**src/rtl/tms9900_bus_master.sv**
```systemverilog
// TMS9900 console-bus initiator: one word request becomes one memory cycle with two byte windows.
// Build option BUS_MASTER_READY_EN: honour ready, count extension periods, abort after TIMEOUT.
//  state   | meaning
//  IDLE    | waiting for a request handshake
//  ACCEPT  | request latched, waiting for the next tick to open the cycle
//  ADDR    | memen low, address setup for one T
//  HI      | high byte window, a15=0
//  LO      | low byte window, a15=1
//  END     | memen high, one idle T before accepting again
module tms9900_bus_master #(
   parameter int CLK_PER_PHASE = 2,
   parameter int WAIT_STATES   = 2,
   parameter int TIMEOUT       = 64
) (
   input  logic        clk,
   input  logic        reset,
   input  logic        req_valid,
   output logic        req_ready,
   input  logic        req_write,
   input  logic [15:0] req_addr,
   input  logic [15:0] req_wdata,
   output logic        resp_valid,
   output logic [15:0] resp_rdata,
   output logic        resp_err,
   output logic        phi3,
   output logic        memen,
   output logic        dbin,
   output logic        we,
   output logic        a15,
   output logic [15:0] o_address,
   output logic [7:0]  o_data,
   output logic        o_data_oe,
   input  logic [7:0]  i_data,
   input  logic        ready
);
   localparam int DIV_W = (CLK_PER_PHASE > 1) ? $clog2(CLK_PER_PHASE) : 1;
   localparam int WIN_W = $clog2(WAIT_STATES + 1);
   localparam logic [DIV_W-1:0] DIV_LAST = DIV_W'(CLK_PER_PHASE - 1);
   localparam logic [WIN_W-1:0] WIN_LAST = WIN_W'(WAIT_STATES - 1);

   typedef enum logic [2:0] {
      S_IDLE, S_ACCEPT, S_ADDR, S_HI, S_LO, S_END
   } state_t;

   state_t            state_q, state_d;
   logic [DIV_W-1:0]  div_q, div_d;
   logic [1:0]        qtr_q, qtr_d;
   logic [WIN_W-1:0]  win_q, win_d;
   logic              wr_q, wr_d;
   logic [14:0]       radr_q, radr_d;
   logic [15:0]       wdata_q, wdata_d;
   logic [15:0]       rbuf_q, rbuf_d;
   logic              phi3_q, memen_q, memen_d, dbin_q, dbin_d, we_q, we_d, a15_q, a15_d;
   logic [14:0]       oaddr_q, oaddr_d;
   logic [7:0]        odata_q, odata_d;
   logic              oe_q, oe_d;
   logic              resp_valid_q, resp_valid_d, resp_err_q, resp_err_d;
   logic [15:0]       resp_rdata_q, resp_rdata_d;
   logic              div_wrap, tick, pre_tick;
   logic              ready_ok, timeout_hit, ext_step, clr_wait, finish, abort;

   always_comb begin
      div_wrap = (div_q == DIV_LAST);
      div_d    = div_wrap ? '0 : div_q + DIV_W'(1);
      qtr_d    = div_wrap ? qtr_q + 2'd1 : qtr_q;
      tick     = (div_q == '0) && (qtr_q == 2'd0);
      pre_tick = div_wrap && (qtr_q == 2'd3);
   end

`ifdef BUS_MASTER_READY_EN
   localparam int TO_W = $clog2(TIMEOUT + 1);
   logic [TO_W-1:0] wait_q;
   logic            unused_ok;

   assign ready_ok    = ready;
   assign timeout_hit = (wait_q == TO_W'(TIMEOUT));
   assign unused_ok   = &{1'b0, req_addr[0]};

   always_ff @(posedge clk or posedge reset) begin
      if (reset)                          wait_q <= '0;
      else if (clr_wait)                  wait_q <= '0;
      else if (ext_step && !timeout_hit)  wait_q <= wait_q + TO_W'(1);
   end
`else
   logic unused_ok;

   assign ready_ok    = 1'b1;
   assign timeout_hit = 1'b0;
   assign unused_ok   = &{1'b0, req_addr[0], ready, ext_step, clr_wait};
`endif

   always_comb begin
      state_d      = state_q;
      win_d        = win_q;
      wr_d         = wr_q;
      radr_d       = radr_q;
      wdata_d      = wdata_q;
      rbuf_d       = rbuf_q;
      memen_d      = memen_q;
      dbin_d       = dbin_q;
      we_d         = we_q;
      a15_d        = a15_q;
      oaddr_d      = oaddr_q;
      odata_d      = odata_q;
      oe_d         = oe_q;
      resp_valid_d = 1'b0;
      resp_err_d   = resp_err_q;
      resp_rdata_d = resp_rdata_q;
      ext_step     = 1'b0;
      clr_wait     = 1'b0;
      finish       = 1'b0;
      abort        = 1'b0;

      // Read bytes are captured one clk before the tick that may close the window.
      if (pre_tick && state_q == S_HI) rbuf_d[15:8] = i_data;
      if (pre_tick && state_q == S_LO) rbuf_d[7:0]  = i_data;

      unique case (state_q)
         S_IDLE: begin
            if (req_valid) begin
               state_d = S_ACCEPT;
               wr_d    = req_write;
               radr_d  = req_addr[15:1];
               wdata_d = req_wdata;
            end
         end
         S_ACCEPT: begin
            if (tick) begin
               state_d  = S_ADDR;
               memen_d  = 1'b0;
               dbin_d   = !wr_q;
               a15_d    = 1'b0;
               oaddr_d  = radr_q;
               win_d    = '0;
               clr_wait = 1'b1;
            end
         end
         S_ADDR: begin
            if (tick) begin
               state_d = S_HI;
               win_d   = '0;
               if (wr_q) begin
                  odata_d = wdata_q[15:8];
                  oe_d    = 1'b1;
               end
            end
         end
         S_HI, S_LO: begin
            if (tick) begin
               if (win_q != WIN_LAST) begin
                  win_d = win_q + WIN_W'(1);
                  we_d  = !wr_q;
               end else if (!ready_ok) begin
                  ext_step = 1'b1;
                  if (timeout_hit) begin
                     finish = 1'b1;
                     abort  = 1'b1;
                  end
               end else if (state_q == S_HI) begin
                  state_d = S_LO;
                  win_d   = '0;
                  we_d    = 1'b1;
                  a15_d   = 1'b1;
                  if (wr_q) odata_d = wdata_q[7:0];
               end else begin
                  finish = 1'b1;
               end
            end
         end
         S_END: begin
            if (tick) state_d = S_IDLE;
         end
         default: state_d = S_IDLE;
      endcase

      if (finish) begin
         state_d      = S_END;
         memen_d      = 1'b1;
         dbin_d       = 1'b0;
         we_d         = 1'b1;
         oe_d         = 1'b0;
         a15_d        = 1'b0;
         resp_valid_d = 1'b1;
         resp_err_d   = abort;
         if (!wr_q && !abort) resp_rdata_d = rbuf_q;
      end
   end

   always_ff @(posedge clk or posedge reset) begin
      if (reset) begin
         state_q      <= S_IDLE;
         div_q        <= '0;
         qtr_q        <= 2'd0;
         win_q        <= '0;
         wr_q         <= 1'b0;
         radr_q       <= '0;
         wdata_q      <= '0;
         rbuf_q       <= '0;
         phi3_q       <= 1'b1;
         memen_q      <= 1'b1;
         dbin_q       <= 1'b0;
         we_q         <= 1'b1;
         a15_q        <= 1'b0;
         oaddr_q      <= '0;
         odata_q      <= '0;
         oe_q         <= 1'b0;
         resp_valid_q <= 1'b0;
         resp_err_q   <= 1'b0;
         resp_rdata_q <= '0;
      end else begin
         state_q      <= state_d;
         div_q        <= div_d;
         qtr_q        <= qtr_d;
         win_q        <= win_d;
         wr_q         <= wr_d;
         radr_q       <= radr_d;
         wdata_q      <= wdata_d;
         rbuf_q       <= rbuf_d;
         phi3_q       <= (qtr_d != 2'd2);
         memen_q      <= memen_d;
         dbin_q       <= dbin_d;
         we_q         <= we_d;
         a15_q        <= a15_d;
         oaddr_q      <= oaddr_d;
         odata_q      <= odata_d;
         oe_q         <= oe_d;
         resp_valid_q <= resp_valid_d;
         resp_err_q   <= resp_err_d;
         resp_rdata_q <= resp_rdata_d;
      end
   end

   assign req_ready  = (state_q == S_IDLE);
   assign resp_valid = resp_valid_q;
   assign resp_rdata = resp_rdata_q;
   assign resp_err   = resp_err_q;
   assign phi3       = phi3_q;
   assign memen      = memen_q;
   assign dbin       = dbin_q;
   assign we         = we_q;
   assign a15        = a15_q;
   assign o_address  = {oaddr_q, a15_q};
   assign o_data     = odata_q;
   assign o_data_oe  = oe_q;

endmodule

```
**config.mk**
```make
export PLATFORM = sky130hd
export DESIGN_NAME = tms9900_bus_master
export DESIGN_NICKNAME = d
export VERILOG_FILES = /design/src/rtl/tms9900_bus_master.sv
export SDC_FILE = /design/constraint.sdc
export NUM_CORES = 1
export LEC_CHECK = 0
export BUFFER_PORTS_ARGS = -buffer_cell sky130_fd_sc_hd__buf_2
export CAP_MARGIN = 10
export CORE_MARGIN = 2
export CORE_UTILIZATION = 50
export CTS_BUF_LIST = sky130_fd_sc_hd__clkbuf_4 sky130_fd_sc_hd__clkbuf_8 sky130_fd_sc_hd__clkbuf_16
export DETAILED_ROUTE_END_ITERATION = 6
export PLACE_DENSITY = 0.79
export SLEW_MARGIN = 25
export SYNTH_ARGS = -nofsm -noshare
export SYNTH_HDL_FRONTEND = slang
export SYNTH_SLANG_ARGS = --single-unit
```
**constraint.sdc**
```tcl
create_clock -name clk -period 3.8 [get_ports clk]
set_clock_uncertainty 0.1 [all_clocks]
set_input_delay 0.76 -clock clk [delete_from_list [all_inputs] [get_ports clk]]
set_output_delay 0.76 -clock clk [all_outputs]
set_load 0.01 [all_outputs]
```
==> results.sh, run 1 <==
export IMPL_syn_num_nets=344
export IMPL_fin_cells=496
export IMPL_worst_slack_ns=1.51
export IMPL_setup_viol=0
export IMPL_final_layout_size_suffix_gt1_share_pct=51.4
export IMPL_dp_slack_ns=1.46
export IMPL_synth_edff_count=0
export IMPL_hold_violations=0
export IMPL_cp_data_required_time_ns=3.97
export IMPL_p_clk_share_pct=19.5
export IMPL_swShare_pct=32.4
export IMPL_die_w_um=96.5
export IMPL_dieArea_um2=9320
export IMPL_htree_levels=3
export IMPL_maxCapViolCount=0
export IMPL_rsz0062_at_grt="no"
export IMPL_via_count=2672
export IMPL_use_met2_pct=31.7
export IMPL_use_met1_pct=22.9
export IMPL_grt_max_degree=54
export IMPL_final_common_cell="dfrtp_1"
export IMPL_whs_ns=0.377
export IMPL_min_path_type="in -> async"
export IMPL_status="completed"
export IMPL_syn2layout_area_growth_pct=16.7
export IMPL_num_antenna_cells=0
export IMPL_path_delay_family="compound AO/OA/AOI/OAI gates"
export IMPL_grt_pass1_wl_um=13200
export IMPL_core_area_um2=8260
export IMPL_synth_cell_types=50
export IMPL_clock_latency_ns=0.36
export IMPL_ctsResizeCount=0
export IMPL_gp_congestion=0.792
export IMPL_drv_slew=0
export IMPL_cts_tree="done"
export IMPL_irDropWorstVdd_mv=0.357
export IMPL_hpwlAfterDp_um=5640
export IMPL_p_sw_mw=1.06
export IMPL_syn_cell_area_um2=4280
export IMPL_post_cts_setup_buffer_count=0
export IMPL_crit_path_start_kind="flop"
export IMPL_fmax_mhz=437
export IMPL_ys_warn_count=0
export IMPL_path_buf_inv=0
export IMPL_worst_pin_slew_ns=0.806
export IMPL_final_cell_mix="dfrtp_1 (99), buf_2 (90), mux2_2 (67), inv_1 (15), mux2_4 (10)"
export IMPL_rows=33
export IMPL_drcViolationCount=0
export IMPL_top_usage_layer="met2"
export IMPL_slew_headroom_pct=46.3
export IMPL_stdcell_area_um2=5000
export IMPL_die_h_um=96.5
export IMPL_fill_cells=685
export IMPL_io_pins=94
export IMPL_ant_nets=0
export IMPL_critPathMaxStageDelay_ns=0.81
export IMPL_wl_per_cell_um=16.3
export IMPL_finalPower_mw=3.27
export IMPL_synth_area_per_cell_um2=14.4
export IMPL_port_buffers=90
export IMPL_fin_setup_tns_ns=0
export IMPL_yosys_most_used_dff="dfrtp_1"
export IMPL_netlist_instances=297
export IMPL_dr_pass1_iters=4
export IMPL_power_density_nw_per_um2=654
export IMPL_crit_slowest_cell="a2111oi_4"
export IMPL_clockRootBuffer="clkbuf_8"
export IMPL_use_met3_pct=5.66
export IMPL_dp_cells=480
export IMPL_crit_chain="nand2b_1 -> a2111oi_4 -> mux2i_1"
export IMPL_via_per_inst=5.39
export IMPL_post_route_period_util_pct=60.2
export IMPL_crit_fanout=20
export IMPL_routed_wl_um=8080
export IMPL_placed_area_um2=4810
export IMPL_cp_data_arrival_time_ns=2.46
export IMPL_min_period_ns=2.29
export IMPL_initial_utilization_pct=51.8
export IMPL_pwr_share_seq_pct=52.1
export IMPL_cts_buffers=9
export IMPL_leakage_nw=2.38
export IMPL_ys_seq_elements=102
export IMPL_fin_util_pct=60.5
export IMPL_yosysSeqAreaShare_pct=59.7
export IMPL_clk_pin_slew_ns=0.10
export IMPL_hold_buffers=0
export IMPL_ys_async_sr_fraction_pct=100
export IMPL_intPower_mw=2.21
export IMPL_power_frac_comb_pct=28.4
export IMPL_clock_path_buffers=2
export IMPL_path_class="reg -> reg"
export IMPL_grt_overflow=0
export IMPL_drt_iter0_drc=116
export IMPL_grt_pass1_vias=2787
export IMPL_grt_util_all_layers_pct=18.6
export IMPL_critPathCaptureType="flop"
export IMPL_fin_nets=433
export IMPL_cts_sinks=102
export IMPL_antenna_found_initial=0
-- registers in the layout, indices dropped and copies added (netlist names), 2 cells and up --
| name | cells |
|---|---|
| win_q | 2 |
| o_data | 8 |
| oaddr_q | 15 |
| rbuf_q | 16 |
| wdata_q | 16 |
| qtr_q | 2 |
| resp_rdata | 16 |
| state_q | 3 |
| radr_q | 15 |
-- metal layers --
metal / share of wire (%) / routed length [um]
met3: 6.1 / 489
met2: 50 / 4000
met4: 1.1 / 92
met1: 43 / 3490
met5: 0 / 0
-- power groups by stage --
stage                     clock [mW]  combinational (mW)  sequential (mW)
final                          0.637               0.928             1.70
after global routing           0.707                1.02             1.76
after CTS                      0.665               0.944             1.71
after detailed placement           0               0.946             1.73
after global placement             0               0.909             1.70
after floorplan                    0               0.629             1.71
-- worst register-to-register path, cell delays in order, from the launching register on --
cell	delay, ns
dfrtp_1	0.77
nand2b_1	0.26
a2111oi_4	0.81
mux2i_1	0.27
-- layout make-up --
class                   count  area [um^2]  share of cell area (%)
well taps                 105          131                    2.63
clock inverters             6         51.3                    1.03
clock buffers              10          131                    2.63
repair buffers             96          495                    9.91
multi-input cells         161         1570                    31.4
flip-flops and latches    102         2560                    51.2
inverters                  16         62.6                    1.25
-- synth_stat cells (3+ instances only) --
cell type / instances / area share [%]
mux2i_1: 8 / 1.9
o31ai_1: 3 / 0.53
a21oi_1: 3 / 0.35
inv_1: 16 / 1.4
dfstp_2: 3 / 1.8
nand2_1: 5 / 0.44
mux2_4: 10 / 3.5
clkbuf_1: 4 / 0.35
nor3_4: 3 / 1.1
o21ai_0: 5 / 0.58
dfrtp_1: 99 / 58
buf_4: 3 / 0.53
nand2b_1: 6 / 0.88
nor2_1: 4 / 0.35
o22ai_1: 9 / 1.3
buf_2: 9 / 1.1
mux2_2: 67 / 18
-- logic make-up (layout without fill, tap and decap cells) --
| logic type | count (synthesis) | count (layout) | synth area share [%] |
|---|---|---|---|
| other | 1 | 1 | 0.0876 |
| buffers and inverters | 34 | 128 | 3.77 |
| muxes | 87 | 87 | 23.5 |
| AOI/OAI and AO/OA | 35 | 35 | 6.31 |
| adders and majority gates | 2 | 2 | 0.584 |
| DFF | 102 | 102 | 59.7 |
| and+or+nand+nor | 35 | 35 | 5.82 |
| xor gates and xnor gates | 1 | 1 | 0.205 |
-- path summary, 6_finish.rpt --
| check | start | endpoint | slack [ns] | cells after the start |
|---|---|---|---|---|
| hold reg to reg | memen | memen | 0.39 | 2 |
| hold / removal | reset | radr_q[3] | 0.38 | 2 |
| setup / recovery | state_q[1] | o_data[2] | 1.51 | 3 |
| setup reg to reg | state_q[1] | o_data[2] | 1.51 | 3 |
| min in group clk | memen | memen | 0.39 | 2 |
| max in group asynchronous | reset | resp_rdata[7] | 2.40 | 3 |
No activity file was read; power rests on OpenSTA's default activity.
==> run 2: changes to the inputs <==
clock period = 2.15 ns   (was 3.8 ns; I/O delays follow)
==> run 2 against run 1 <==
Compared with the run above:
- sequential share of layout area decreased by 1.1 points
- die area is the same
- hold slack worse by 0.31 ns
- wire length decreased by 1.1%
- via count fell by 1.1%
- cell count rose by 1.6%
- worst setup slack got worse by 1.4 ns
- largest cell class unchanged
==> results.sh, run 2 (same netlist as run 1, synthesis figures left out) <==
export IMPL_post_route_period_util_pct=93.4
export IMPL_reg2reg_depth=4
export IMPL_clockRootBuffer="clkbuf_8"
export IMPL_grt_pass1_wl_um=12800
export IMPL_critPathLaunch="state_q[2]"
export IMPL_initial_utilization_pct=51.8
export IMPL_cp_data_arrival_time_ns=2.16
export IMPL_path_class="reg -> reg"
export IMPL_min_period_ns=2.01
export IMPL_fin_setup_tns_ns=0
export IMPL_drt_iter0_drc=84
export IMPL_rows=33
export IMPL_wl_per_cell_um=15.8
export IMPL_clock_latency_ns=0.36
export IMPL_via_count=2643
export IMPL_ctsResizeCount=0
export IMPL_via_per_inst=5.24
export IMPL_routed_wl_um=7990
export IMPL_reg2reg_setup_slack_ns=0.14
export IMPL_p_clk_share_pct=18.7
export IMPL_maxCapViolCount=0
export IMPL_swShare_pct=32.0
export IMPL_syn2layout_area_growth_pct=19.2
export IMPL_cts_tree="done"
export IMPL_hold_violations=0
export IMPL_power_frac_comb_pct=30.3
export IMPL_port_buffers=90
export IMPL_final_common_cell="dfrtp_1"
export IMPL_die_w_um=96.5
export IMPL_grt_pass1_vias=2696
export IMPL_drcViolationCount=0
export IMPL_fin_nets=442
export IMPL_dr_pass1_iters=4
export IMPL_setup_viol=0
export IMPL_status="completed"
export IMPL_fin_util_pct=61.8
export IMPL_grt_overflow=0
export IMPL_core_area_um2=8260
export IMPL_final_layout_size_suffix_gt1_share_pct=52.4
export IMPL_pwr_share_seq_pct=51.0
export IMPL_grt_util_all_layers_pct=18.3
export IMPL_dieArea_um2=9320
export IMPL_hpwlAfterDp_um=5540
export IMPL_hold_buffers=0
export IMPL_clock_path_buffers=2
export IMPL_p_sw_mw=1.86
export IMPL_crit_path_start_kind="flop"
export IMPL_ant_nets=0
export IMPL_cp_data_required_time_ns=2.30
export IMPL_worst_pin_slew_ns=0.553
export IMPL_die_h_um=96.5
export IMPL_critPathCaptureType="flop"
export IMPL_rsz0062_at_grt="no"
export IMPL_fmax_mhz=498
export IMPL_io_pins=94
export IMPL_htree_levels=3
export IMPL_post_cts_setup_buffer_count=0
export IMPL_power_density_nw_per_um2=1140
export IMPL_final_cell_mix="dfrtp_1 (99), buf_2 (90), mux2_2 (67), inv_1 (15), buf_4 (11)"
export IMPL_leakage_nw=2.42
export IMPL_antenna_found_initial=0
export IMPL_cts_sinks=102
export IMPL_crit_path_end="rbuf_q[15]"
export IMPL_cts_buffers=9
export IMPL_r2r_end="rbuf_q[15]"
export IMPL_num_antenna_cells=0
export IMPL_clk_pin_slew_ns=0.10
export IMPL_gp_congestion=0.793
export IMPL_intPower_mw=3.95
export IMPL_drv_slew=0
export IMPL_rr_startpoint="state_q[2]"
export IMPL_min_path_type="in -> async"
export IMPL_slew_headroom_pct=63.1
export IMPL_crit_fanout=10
export IMPL_irDropWorstVdd_mv=0.819
export IMPL_grt_max_degree=103
[run 2: changes by cell type in the layout (fill, tap and decap cells not counted)]
cell        previous run  this run
clkinv_2               1         2
clkbuf_4               1         0
clkinvlp_4             0         3
buf_4                  6        11
buf_12                 0         4
clkinv_4               2         0
clkbuf_8               9        10
inv_4                  1         0
inv_8                  1         0
inv_6                  2         1
[run 2: worst min path at each step]
| stage | from | to | slack [ns] | depth (start not counted) |
|---|---|---|---|---|
| after floorplan | radr_q[11] | radr_q[11] | 0.35 | 1 |
| after detailed placement | memen | memen | 0.38 | 2 |
| final | reset | rbuf_q[14] | 0.06 | 3 |
| after CTS | reset | rbuf_q[14] | 0.13 | 3 |
| after global routing | reset | resp_rdata[12] | 0.14 | 3 |
| after global placement | radr_q[11] | radr_q[11] | 0.36 | 1 |
[run 2: through the flow]
step / setup WS, ns / instance area, um^2 / hold WS [ns] / cells / total power [mW]
finish: 0.141 / 5100 / 0.0631 / 504 / 5.81
global route: 0.0505 / 5100 / 0.142 / 504 / 6.18
CTS: 0.145 / 5100 / 0.131 / 504 / 5.86
detailed placement: 0.155 / 4930 / 0.376 / 489 / 4.79
global placement: 0.172 / 4930 / 0.363 / 489 / 4.66
floorplan: 0.175 / 4290 / 0.352 / 297 / 4.13
[run 2: per-layer routing]
metal | vias to the layer above | global-route usage (%) | share of wire [%]
li1 | 1245 | - | -
met1 | 1320 | 24.0 | 46
met2 | 69 | 28.6 | 46
met3 | 9 | 6.44 | 7.1
met4 | 0 | 6.34 | 1.3
met5 | - | 0 | 0
[run 2: worst max-delay path, stage by stage (launching register included)]
cell and delay (ns):
dfrtp_1 0.46, buf_4 0.20, nand2b_1 0.27, nor3_4 0.49, mux2_2 0.39
[run 2: area by class of cell]
class,count,area (um^2)
inverters,16,63.8
clock inverters,5,33.8
fillers,653,3150
repair buffers,105,613
well taps,105,131
clock buffers,10,138
flip-flops and latches,102,2560
multi-input cells,161,1570
[run 2: power by group through the flow]
stage	combinational, mW	sequential, mW	clock, mW
floorplan	1.11	3.02	0
global route	1.92	3.04	1.21
finish	1.76	2.96	1.09
CTS	1.78	2.97	1.11
detailed placement	1.78	3.00	0
global placement	1.71	2.95	0
==> run 3: changes to the inputs <==
CAP_MARGIN = 20   (was 10)
CTS_BUF_LIST = not set   (was sky130_fd_sc_hd__clkbuf_4 sky130_fd_sc_hd__clkbuf_8 sky130_fd_sc_hd__clkbuf_16)
clock period = 2.52 ns   (was 2.15 ns; I/O delays follow)
==> run 3 against run 2 <==
Compared with the run above:
- sequential power is 15% lower
- worst setup slack better by 0.31 ns
- utilization is 0.65 points lower
- hold slack better by 0.12 ns
- largest cell class unchanged
- largest power group unchanged
==> results.sh, run 3 (same netlist as run 1, synthesis figures left out) <==
export IMPL_min_period_ns=2.07
export IMPL_final_common_cell="dfrtp_1"
export IMPL_stdcell_area_um2=5050
export IMPL_dp_cells=484
export IMPL_via_count=2664
export IMPL_fmax_mhz=482
export IMPL_clock_latency_ns=0.35
export IMPL_crit_fanout=16
export IMPL_rsz0062_at_grt="no"
export IMPL_wl_per_cell_um=16.2
export IMPL_cts_sinks=102
export IMPL_setup_viol=0
export IMPL_antenna_found_initial=0
export IMPL_clk_pin_slew_ns=0.10
export IMPL_io_pins=94
export IMPL_ant_nets=0
export IMPL_clock_path_buffers=2
export IMPL_die_h_um=96.5
export IMPL_worst_pin_slew_ns=0.645
export IMPL_fin_util_pct=61.2
export IMPL_clockRootBuffer="clkbuf_8"
export IMPL_final_cell_mix="dfrtp_1 (99), buf_2 (90), mux2_2 (67), inv_1 (15), clkbuf_8 (11)"
export IMPL_irDropWorstVdd_mv=0.681
export IMPL_dieArea_um2=9320
export IMPL_status="completed"
export IMPL_grt_overflow=0
export IMPL_fin_setup_tns_ns=0
export IMPL_num_antenna_cells=0
export IMPL_ctsResizeCount=0
export IMPL_grt_pass1_wl_um=13000
export IMPL_gp_congestion=0.803
export IMPL_core_area_um2=8260
export IMPL_slew_headroom_pct=56.4
export IMPL_min_path_type="in -> async"
export IMPL_fin_cells=500
export IMPL_port_buffers=90
export IMPL_post_cts_setup_buffer_count=0
export IMPL_grt_util_all_layers_pct=18.4
export IMPL_cts_tree="done"
export IMPL_dr_pass1_iters=4
export IMPL_hold_violations=0
export IMPL_drt_iter0_drc=141
export IMPL_rows=33
export IMPL_cp_data_arrival_time_ns=2.21
export IMPL_grt_max_degree=103
export IMPL_post_route_period_util_pct=82.3
export IMPL_initial_utilization_pct=51.8
export IMPL_final_layout_size_suffix_gt1_share_pct=51.9
export IMPL_power_density_nw_per_um2=985
export IMPL_grt_pass1_vias=2807
export IMPL_via_per_inst=5.33
export IMPL_placed_area_um2=4860
export IMPL_die_w_um=96.5
export IMPL_htree_levels=3
export IMPL_whs_ns=0.182
export IMPL_maxCapViolCount=0
export IMPL_drcViolationCount=0
export IMPL_leakage_nw=2.40
export IMPL_syn2layout_area_growth_pct=18.0
export IMPL_hold_buffers=0
export IMPL_cts_buffers=9
export IMPL_hpwlAfterDp_um=5670
export IMPL_drv_slew=0
export IMPL_fin_nets=437
export IMPL_routed_wl_um=8090
export IMPL_crit_path_start_kind="flop"
export IMPL_cp_data_required_time_ns=2.66
export IMPL_critPathCaptureType="flop"
export IMPL_path_class="reg -> reg"
[run 3: worst max-delay path: stages (launching register included)]
cell      delay, ns
dfrtp_1        0.42
inv_1          0.07
ha_1           0.25
nand2b_1       0.25
nor3_4         0.21
buf_4          0.27
mux2_2         0.37
[run 3: final timing paths]
check | from | to | slack [ns] | cells past startpoint
hold / removal | reset | oaddr_q[12] | 0.18 | 3
hold reg to reg | memen | memen | 0.39 | 2
setup reg to reg | qtr_q[0] | oaddr_q[10] | 0.45 | 6
max in group asynchronous | reset | we | 1.74 | 3
min in group clk | req_wdata[13] | wdata_q[13] | 0.27 | 2
setup / recovery | qtr_q[0] | oaddr_q[10] | 0.45 | 6
[run 3: area by class of cell]
class	instances	area, um^2
fillers	691	3210
flip-flops and latches	102	2560
multi-input cells	161	1570
repair buffers	100	538
clock buffers	11	151
well taps	105	131
inverters	16	63.8
clock inverters	5	41.3
[run 3: report_power, final]
| group | switching, mW | internal (mW) |
|---|---|---|
| logic | 0.714 | 0.761 |
| registers | 0.321 | 2.21 |
| clock network | 0.549 | 0.420 |
| total | 1.58 | 3.39 |
[run 3: layer usage]
metal / GRT usage (%) / vias to the layer above / wire length [um]
met5: 0 / - / 0
met4: 6.22 / 0 / 90
met3: 6.59 / 10 / 549
met2: 30.5 / 78 / 3990
met1: 22.5 / 1338 / 3460
li1: - / 1238 / -
[run 3: per-stage QoR]
stage                     total power [mW]  worst slack, ns
final                                 4.98            0.447
after CTS                             5.04            0.428
after floorplan                       3.53            0.545
after global routing                  5.31            0.344
after detailed placement              4.06            0.462
after global placement                3.95            0.508
